==> src/rtl/row_demux_1to4_pkg.sv <==
// Shared constants and types for the median-filter row buffers. The lane
// encoding here must match the read-side 4:1 row-select mux.
package row_demux_1to4_pkg;

    localparam int PIX_W     = 10;
    localparam int IMG_WIDTH = 640;
    localparam int COL_W     = 10;

    localparam logic [1:0] LANE_A = 2'd0;
    localparam logic [1:0] LANE_B = 2'd1;
    localparam logic [1:0] LANE_C = 2'd2;
    localparam logic [1:0] LANE_D = 2'd3;

    typedef enum logic [1:0] {
        ST_IDLE = 2'd0,
        ST_FILL = 2'd1,
        ST_RUN  = 2'd2
    } state_e;

    function automatic logic [3:0] lane_onehot(input logic [1:0] lane);
        return 4'b0001 << lane;
    endfunction

endpackage

==> src/rtl/row_demux_1to4_col_lane_counter.sv <==
// Column/lane position tracker for round-robin line buffers. It exposes the
// position of the current beat and a registered end-of-line pulse.
module col_lane_counter
    import row_demux_1to4_pkg::*;
#(
    parameter int IMG_W = IMG_WIDTH,
    parameter int CW    = COL_W
) (
    input  logic          clk,
    input  logic          rst,
    input  logic          restart_i,
    input  logic          step_i,
    output logic [CW-1:0] col_o,
    output logic [1:0]    lane_o,
    output logic          wrap_o,
    output logic          line_done_o
);

    logic [CW-1:0] col_q, col_d;
    logic [1:0]    lane_q, lane_d;
    logic          line_done_q;

    // A restarting beat is itself placed at lane A, column 0.
    always_comb begin
        col_o  = restart_i ? '0 : col_q;
        lane_o = restart_i ? LANE_A : lane_q;
        wrap_o = (col_o == CW'(IMG_W - 1));
        col_d  = col_q;
        lane_d = lane_q;
        if (step_i) begin
            if (wrap_o) begin
                col_d  = '0;
                lane_d = lane_o + 2'd1;
            end else begin
                col_d  = col_o + 1'b1;
                lane_d = lane_o;
            end
        end
    end

    always_ff @(posedge clk) begin
        if (rst) begin
            col_q       <= '0;
            lane_q      <= LANE_A;
            line_done_q <= 1'b0;
        end else begin
            col_q       <= col_d;
            lane_q      <= lane_d;
            line_done_q <= step_i & wrap_o;
        end
    end

    assign line_done_o = line_done_q;

endmodule

==> src/rtl/row_demux_1to4.sv <==
// Write-side row demux: steers a raster pixel stream into four line-buffer
// lanes round-robin by row and reports which lanes hold the last three rows.
module row_demux_1to4 #(
    parameter int WIDTH     = row_demux_1to4_pkg::PIX_W,
    parameter int IMG_WIDTH = row_demux_1to4_pkg::IMG_WIDTH,
    parameter int COL_W     = row_demux_1to4_pkg::COL_W
) (
    input  logic             clk,
    input  logic             rst,
    input  logic             in_valid,
    output logic             in_ready,
    input  logic [WIDTH-1:0] in_data,
    input  logic             in_sof,
    input  logic             in_eof,
    input  logic             stall,
    output logic [WIDTH-1:0] out_a,
    output logic [WIDTH-1:0] out_b,
    output logic [WIDTH-1:0] out_c,
    output logic [WIDTH-1:0] out_d,
    output logic [3:0]       out_we,
    output logic [COL_W-1:0] wr_addr,
    output logic [1:0]       wr_lane,
    output logic [1:0]       read_base,
    output logic             line_done,
    output logic             rows_ready
);
    import row_demux_1to4_pkg::state_e;
    import row_demux_1to4_pkg::ST_IDLE;
    import row_demux_1to4_pkg::ST_FILL;
    import row_demux_1to4_pkg::ST_RUN;
    import row_demux_1to4_pkg::lane_onehot;

    state_e           state_q;
    logic [3:0]       out_we_q;
    logic [COL_W-1:0] wr_addr_q;
    logic [1:0]       wr_lane_q, read_base_q, lines_filled_q;
    logic             rows_ready_q;

    logic             accept, wr_en, wrap, reach_run;
    logic [COL_W-1:0] cur_col;
    logic [1:0]       cur_lane, lf_base, lf_inc, lines_filled_d;

    assign in_ready = ~rst & ~stall;
    assign accept   = in_valid & in_ready;
    // Outside a frame only a start-of-frame beat is stored.
    assign wr_en    = accept & (in_sof | (state_q != ST_IDLE));

    col_lane_counter #(
        .IMG_W (IMG_WIDTH),
        .CW    (COL_W)
    ) u_counter (
        .clk         (clk),
        .rst         (rst),
        .restart_i   (accept & in_sof),
        .step_i      (wr_en),
        .col_o       (cur_col),
        .lane_o      (cur_lane),
        .wrap_o      (wrap),
        .line_done_o (line_done)
    );

    always_comb begin
        lf_base        = in_sof ? 2'd0 : lines_filled_q;
        lf_inc         = (lf_base == 2'd3) ? 2'd3 : lf_base + 2'd1;
        lines_filled_d = wrap ? lf_inc : lf_base;
        reach_run      = wrap & (lf_inc == 2'd3);
    end

    always_ff @(posedge clk) begin
        if (rst) begin
            state_q        <= ST_IDLE;
            out_we_q       <= '0;
            wr_addr_q      <= '0;
            wr_lane_q      <= '0;
            read_base_q    <= '0;
            lines_filled_q <= '0;
            rows_ready_q   <= 1'b0;
        end else if (wr_en) begin
            out_we_q       <= lane_onehot(cur_lane);
            wr_addr_q      <= cur_col;
            wr_lane_q      <= cur_lane;
            read_base_q    <= cur_lane + 2'd1;
            lines_filled_q <= lines_filled_d;
            if (reach_run)
                rows_ready_q <= 1'b1;
            else if (in_sof)
                rows_ready_q <= 1'b0;
            if (in_eof)
                state_q <= ST_IDLE;
            else if (reach_run)
                state_q <= ST_RUN;
            else if (in_sof)
                state_q <= ST_FILL;
        end else begin
            out_we_q <= '0;
            // After an end-of-frame write the window stays valid for one cycle.
            if (state_q == ST_IDLE)
                rows_ready_q <= 1'b0;
        end
    end

    for (genvar gi = 0; gi < 4; gi++) begin : g_lane
        logic [WIDTH-1:0] data_q;
        always_ff @(posedge clk) begin
            if (rst)
                data_q <= '0;
            else
                data_q <= (wr_en && (cur_lane == 2'(gi))) ? in_data : '0;
        end
    end

    assign out_a      = g_lane[0].data_q;
    assign out_b      = g_lane[1].data_q;
    assign out_c      = g_lane[2].data_q;
    assign out_d      = g_lane[3].data_q;
    assign out_we     = out_we_q;
    assign wr_addr    = wr_addr_q;
    assign wr_lane    = wr_lane_q;
    assign read_base  = read_base_q;
    assign rows_ready = rows_ready_q;

endmodule

==> config.mk <==
export PLATFORM = sky130hd
export DESIGN_NAME = row_demux_1to4
export DESIGN_NICKNAME = d
export VERILOG_FILES = /design/src/rtl/row_demux_1to4_pkg.sv /design/src/rtl/row_demux_1to4_col_lane_counter.sv /design/src/rtl/row_demux_1to4.sv
export SDC_FILE = /design/constraint.sdc
export NUM_CORES = 1
export LEC_CHECK = 0
export CAP_MARGIN = 15
export CELL_PAD_IN_SITES_DETAIL_PLACEMENT = 1
export CELL_PAD_IN_SITES_GLOBAL_PLACEMENT = 2
export CORE_MARGIN = 1
export CORE_UTILIZATION = 30
export CTS_BUF_LIST = sky130_fd_sc_hd__clkbuf_8 sky130_fd_sc_hd__clkbuf_16
export DETAILED_ROUTE_END_ITERATION = 10
export PLACE_DENSITY = 0.9
export REMOVE_ABC_BUFFERS = 1
export SETUP_SLACK_MARGIN = 0.05
export SLEW_MARGIN = 0
export SYNTH_ARGS = -nofsm -noshare
export SYNTH_HDL_FRONTEND = slang
export SYNTH_SLANG_ARGS = --single-unit
==> constraint.sdc <==
create_clock -name clk -period 5.7 [get_ports clk]
set_clock_uncertainty 0.15 [all_clocks]
set_input_delay 1.14 -clock clk [delete_from_list [all_inputs] [get_ports clk]]
set_output_delay 1.14 -clock clk [all_outputs]
set_load 0.01 [all_outputs]
== Word-level counts from Yosys, hierarchy flattened ==
Cells that the tools add are included.
Storage, ports and cells
  output and inout port bits: 61
  word-level logic and storage cells: 69
  register bits: 76
  input bits: 16
Cells by class
  add/sub/neg operators: 3
  equality and inequality tests: 7
  reductions and logical operators: 16
  muxes and demuxes: 14
  shift operators: 1
  bitwise operators: 14
Operators with widths (number)
  $mux W10: 2
  $mux W2: 8
  $add A10 B1 Y10 const B: 1
  $eq A10 B10 Y1 const B: 1
  $reduce_or A2 Y1: 5
  $eq A2 B2 Y1 const B: 4
  $not A1 Y1: 7
  $and A1 B1 Y1: 6
  $add A2 B1 Y2 const B: 2
  $logic_and A1 B1 Y1: 4
  $logic_not A2 Y1: 2
  $mux W1: 4
  $reduce_and A2 Y1: 2
  $reduce_bool A2 Y1: 2
  $shl A1 B2 Y4 const A: 1
  $ne A3 B3 Y1 const B: 1
  $reduce_bool A3 Y1: 1
  $eq A2 B1 Y1 const B: 1
  $or A1 B1 Y1: 1

== Logic depth before layout (Yosys ltp) ==
  word-level depth: 9
  mapped depth: 10
  gate-level depth less buffers: 7

== Hierarchy ==
A second synthesis with hierarchy kept.
Second synthesis, totals
  cells, all modules: 293
  area total of the unflattened synthesis: 2842.7 µm²
By module, submodules not included
  row_demux_1to4: times used 1, sequential area each 1261.2 µm², area an instance 2062.0 µm², cells an instance 195
  col_lane_counter: times used 1, sequential area each 260.2 µm², area an instance 780.7 µm², cells an instance 98

== Worst setup path before layout ==
No wires, ideal clock.
  path kind: input port to flip-flop
  from: input port stall
  to: register u_counter.col_q[9]
  data arrival time: 3145 ps
  buffers on the path: 3
  required time: 5471 ps
  slack: 2326 ps
  cell stages on the path: 10
  setup time: 79 ps
  cell sequence: nand4bb_1 -> buf_2 -> buf_2 -> and2_1 -> ha_1 -> and4bb_2 -> and4_4 -> buf_6 -> or4_1 -> o211ai_1
Between the ends
  word-level cells in the longest chain between the ends: 7
  elaborated cells between the ends (all ways): 9
  those cells by class: add/sub: 1; eq/ne: 1; mux: 2; bitwise: 5
Ends and longest elaborated chain
  start, declared: line row_demux_1to4.sv:15  | input logic stall,
  $not A1 Y1 *: line row_demux_1to4.sv:43  | assign in_ready = ~rst & ~stall;
  $and A1 B1 Y1 *: line row_demux_1to4.sv:43
  $and A1 B1 Y1 *: line row_demux_1to4.sv:44  | assign accept = in_valid & in_ready;
  $and A1 B1 Y1 *: line row_demux_1to4.sv:54  | .restart_i (accept & in_sof),
  $mux W10 *: line row_demux_1to4_col_lane_counter.sv:25  | col_o = restart_i ? '0 : col_q;
  named net cur_col[1]: line row_demux_1to4.sv:40  | logic [COL_W-1:0] cur_col;
  $add A10 B1 Y10 or $eq A10 B10 Y1 (tied branches): line row_demux_1to4_col_lane_counter.sv:35, row_demux_1to4_col_lane_counter.sv:27
  $mux W10 *: line row_demux_1to4_col_lane_counter.sv:31  | if (wrap_o) begin
  end signal, assigned: line row_demux_1to4_col_lane_counter.sv:47  | col_q <= col_d;
  end, declared: line row_demux_1to4_col_lane_counter.sv:19  | logic [CW-1:0] col_q, col_d;
The timed path passes the listed nets; every way through them passes the cells marked *.
A chain may end at the register's enable or synchronous reset.

== Final worst setup path ==
  from: input port rst
  to: register lines_filled_q[0]
Between the ends
  word-level cells in the longest chain between the ends: 7
  elaborated cells between the ends (all ways): 8
  those cells by class: eq/ne: 1; mux: 2; bitwise: 5
Ends and longest elaborated chain
  start, declared: line row_demux_1to4.sv:9  | input logic rst,
  $not A1 Y1: line row_demux_1to4.sv:43
  $and A1 B1 Y1: line row_demux_1to4.sv:43
  $and A1 B1 Y1: line row_demux_1to4.sv:44
  $and A1 B1 Y1: line row_demux_1to4.sv:54
  $mux W10: line row_demux_1to4_col_lane_counter.sv:25
  named net cur_col[0]: line row_demux_1to4.sv:40
  $eq A10 B10 Y1: line row_demux_1to4_col_lane_counter.sv:27  | wrap_o = (col_o == CW'(IMG_W - 1));
  $mux W2: line row_demux_1to4.sv:65  | lines_filled_d = wrap ? lf_inc : lf_base;
  end signal, assigned: line row_demux_1to4.sv:83  | lines_filled_q <= lines_filled_d;
  end, declared: line row_demux_1to4.sv:36  | logic [1:0] wr_lane_q, read_base_q, lines_filled_q;
The timed path passes the listed nets, and every way through them passes these cells.

==> impl_metrics.toml <==
[floorplanning]
rows = 34
dieArea_mm2 = 0.00947
num_io_pins = 77
start_util_pct = 31.1
die_h_um = 97.3
die_w_um = 97.3
core_area_mm2 = 0.00876

[yosys]
yosysTopAreaCellShare_pct = 55.8
synth-adder-area-share_pct = 2.29
synth-compound-area-share_pct = 10.0
async_flop_share_pct = 0
synth_cells = 282
ys_types = 43
synth-edff-count = 0
syn_area_mm2 = 0.00273
synth_top_family_by_area = "simple AND/OR/NAND/NOR gates"
yosys.area.top_type = "dfxtp_1"
synthTopCellsByArea = "dfxtp_1 56%, and3_1 9.6%, nand2_1 5.4%"
synth_ff_type = "dfxtp_1"
ys_seq_area_share_pct = 55.8
synth_simple_gate_area_share_pct = 26.6
synth.area.mux_share_pct = 1.24
yosysWarningCount = 0
synth_seq_cells = 76
synth_xor_xnor_area_share_pct = 0
syn_area_per_cell_um2 = 9.67

[detailed_routing]
drc = 0
wl_um = 7050
first_iter_violations = 62
vias = 2324
wl_per_cell_um = 15.1
route.met3.wl_um = 359
wl_met1_um = 3280
maxUsedRoutingLayer = "met4"
antenna_left = 0
drt_pre_antenna_iters = 5
met2RoutedLength_um = 3310
routed_via_density = 4.98

[pwr]
p_int_mw = 0.841
p_comb_share_pct = 3.5
power.leakage_nw = 1.49
pwr-share-seq_pct = 50.2
p_clk_share_pct = 46.3
swShare_pct = 20.9
switchingPower_mw = 0.223
power.total_mw = 1.06
vdd_ir_drop_max_mv = 0.106
power_density_mw_per_mm2 = 280

[placement]
hpwl_um = 4990
postPlaceCellArea_mm2 = 0.00356
dp.cells = 452
place_congestion = 0.807
place_ws_ns = 1.42
placement.io_buffers = 76

[finish]
postLayoutCoreUtil_pct = 43.4
nets = 376
final_cell_area_mm2 = 0.00380
final_cells = 467
mostFrequentLayoutCells = "76 x clkdlybuf4s50_1, 76 x dfxtp_1, 42 x and3_1, 39 x nand2_1, 22 x a21oi_1"
synthToLayoutAreaGrowth_pct = 39.4
drive_above_1_share_pct = 7.52
antenna_cells = 0

[worst_setup_path]
cp-end-kind = "flip-flop"
critPathTopFamily = "simple AND/OR/NAND/NOR gates"
crit_top_cell = "buf_4"
cp_max_fo = 23
crit_chain = "clkdlybuf4s50_1, buf_4, nand4bb_1, buf_4, and2_1, ha_1, and4bb_2, and4_4, mux2_2, a211oi_1"
path_class = "in -> reg"
path_buf_inv = 3
slowest_stage = "clkdlybuf4s50_1"
required_ns = 5.81
critPathArrivalTime_ns = 4.05
start_kind = "primary input"
max_stage_delay_ns = 0.45

[sta]
setup_tns_ns = 0
setup_viol = 0
fin_crit_ns = 3.94
fin_crit_sh_pct = 69.1
hold_violations = 0
slew_violations = 0
timing.hold.ws_ns = 0.308
fmax_mhz = 254
slew_headroom_pct = 34.4
tightest_slew_ns = 0.984
worst_slack_ns = 1.76
grt_setup_unrepaired = "no"

[cts]
path_clk_slew_ns = 0.08
ctsHoldBuffers = 0
cts_tree = "yes"
clockBufferDepth = 2
htreeDepth = 3
cts_root_buffer = "clkbuf_8"
clock_latency_ns = 0.35
clock-sinks = 76
cts_buffers = 9
cts_resized = 0
cts_setup_buffers = 0

[global_route]
grt_pass1_vias = 2336
antenna_found_initial = 0
grt_start_max_net_pins = 34
grt_use_total_pct = 15.5
grt-ovfl-total = 0
grt_pass1_wl_um = 11600

[flow_run]
max-cap-violations = 0

[min_path]
hold_class = "reg -> reg"

[run_status]
outcome = "completed"
==> power by group through the flow <==
stage / combinational [mW] / clock (mW) / sequential [mW]
floorplan: 0.0107 / 0 / 0.547
global placement: 0.0369 / 0 / 0.546
detailed placement: 0.0374 / 0 / 0.546
CTS: 0.0377 / 0.507 / 0.534
global route: 0.0405 / 0.525 / 0.534
finish: 0.0371 / 0.493 / 0.534
==> synth_stat cells (4+ instances only) <==
cell type and n:
inv_1 6, o211ai_1 5, dfxtp_1 76, nor2_1 8, nand2_1 39, clkbuf_1 11
or4_1 5, and3_1 42, buf_2 5, a21oi_1 22, nand4_1 4, nand3_1 7
and2_1 6, ha_1 5
==> per-layer routing <==
metal / track usage, % / vias up
met2: 26.1 / 73
met5: 0 / -
li1: - / 1141
met4: 5.77 / 0
met3: 4.24 / 11
met1: 18.8 / 1099
==> kinds of logic after synthesis <==
family,count (synthesis)
AND/OR/NAND/NOR,130
flip-flops,76
multiplexers,3
adder cells (fa/ha/maj),5
buffers and inverters,24
AO/OA/AOI/OAI,44
==> layout make-up <==
type,instances,area [um2]
well taps,108,135
inverters,6,22.5
flip-flops and latches,76,1520
clock inverters,6,113
fillers,1023,4960
clock buffers,9,124
repair buffers,80,791
multi-input cells,182,1090
==> tightest hold or removal path: stages, from the launching register on <==
cell     delay, ns
dfxtp_1       0.31
nand2_1       0.05
a21oi_1       0.05
==> sequential cells by signal, indices dropped and copies added, names as in the netlist <==
signal	cells
read_base	2
out_b	10
out_a	10
u_counter.line_done_o	1
lines_filled_q	2
wr_lane	2
u_counter.col_q	10
out_d	10
out_c	10
wr_addr	10
rows_ready	1
state_q	2
out_we	4
u_counter.lane_q	2
==> final timing paths <==
path / startpoint / endpoint / cells past startpoint / slack [ns]
worst max register to register: u_counter.col_q[0] / lines_filled_q[0] / 6 / 3.36
worst max-delay path: rst / lines_filled_q[0] / 10 / 1.76
worst min register to register: wr_addr[4] / wr_addr[4] / 2 / 0.31
worst min-delay path: wr_addr[4] / wr_addr[4] / 2 / 0.31
Power figures use the tool's default switching activity.
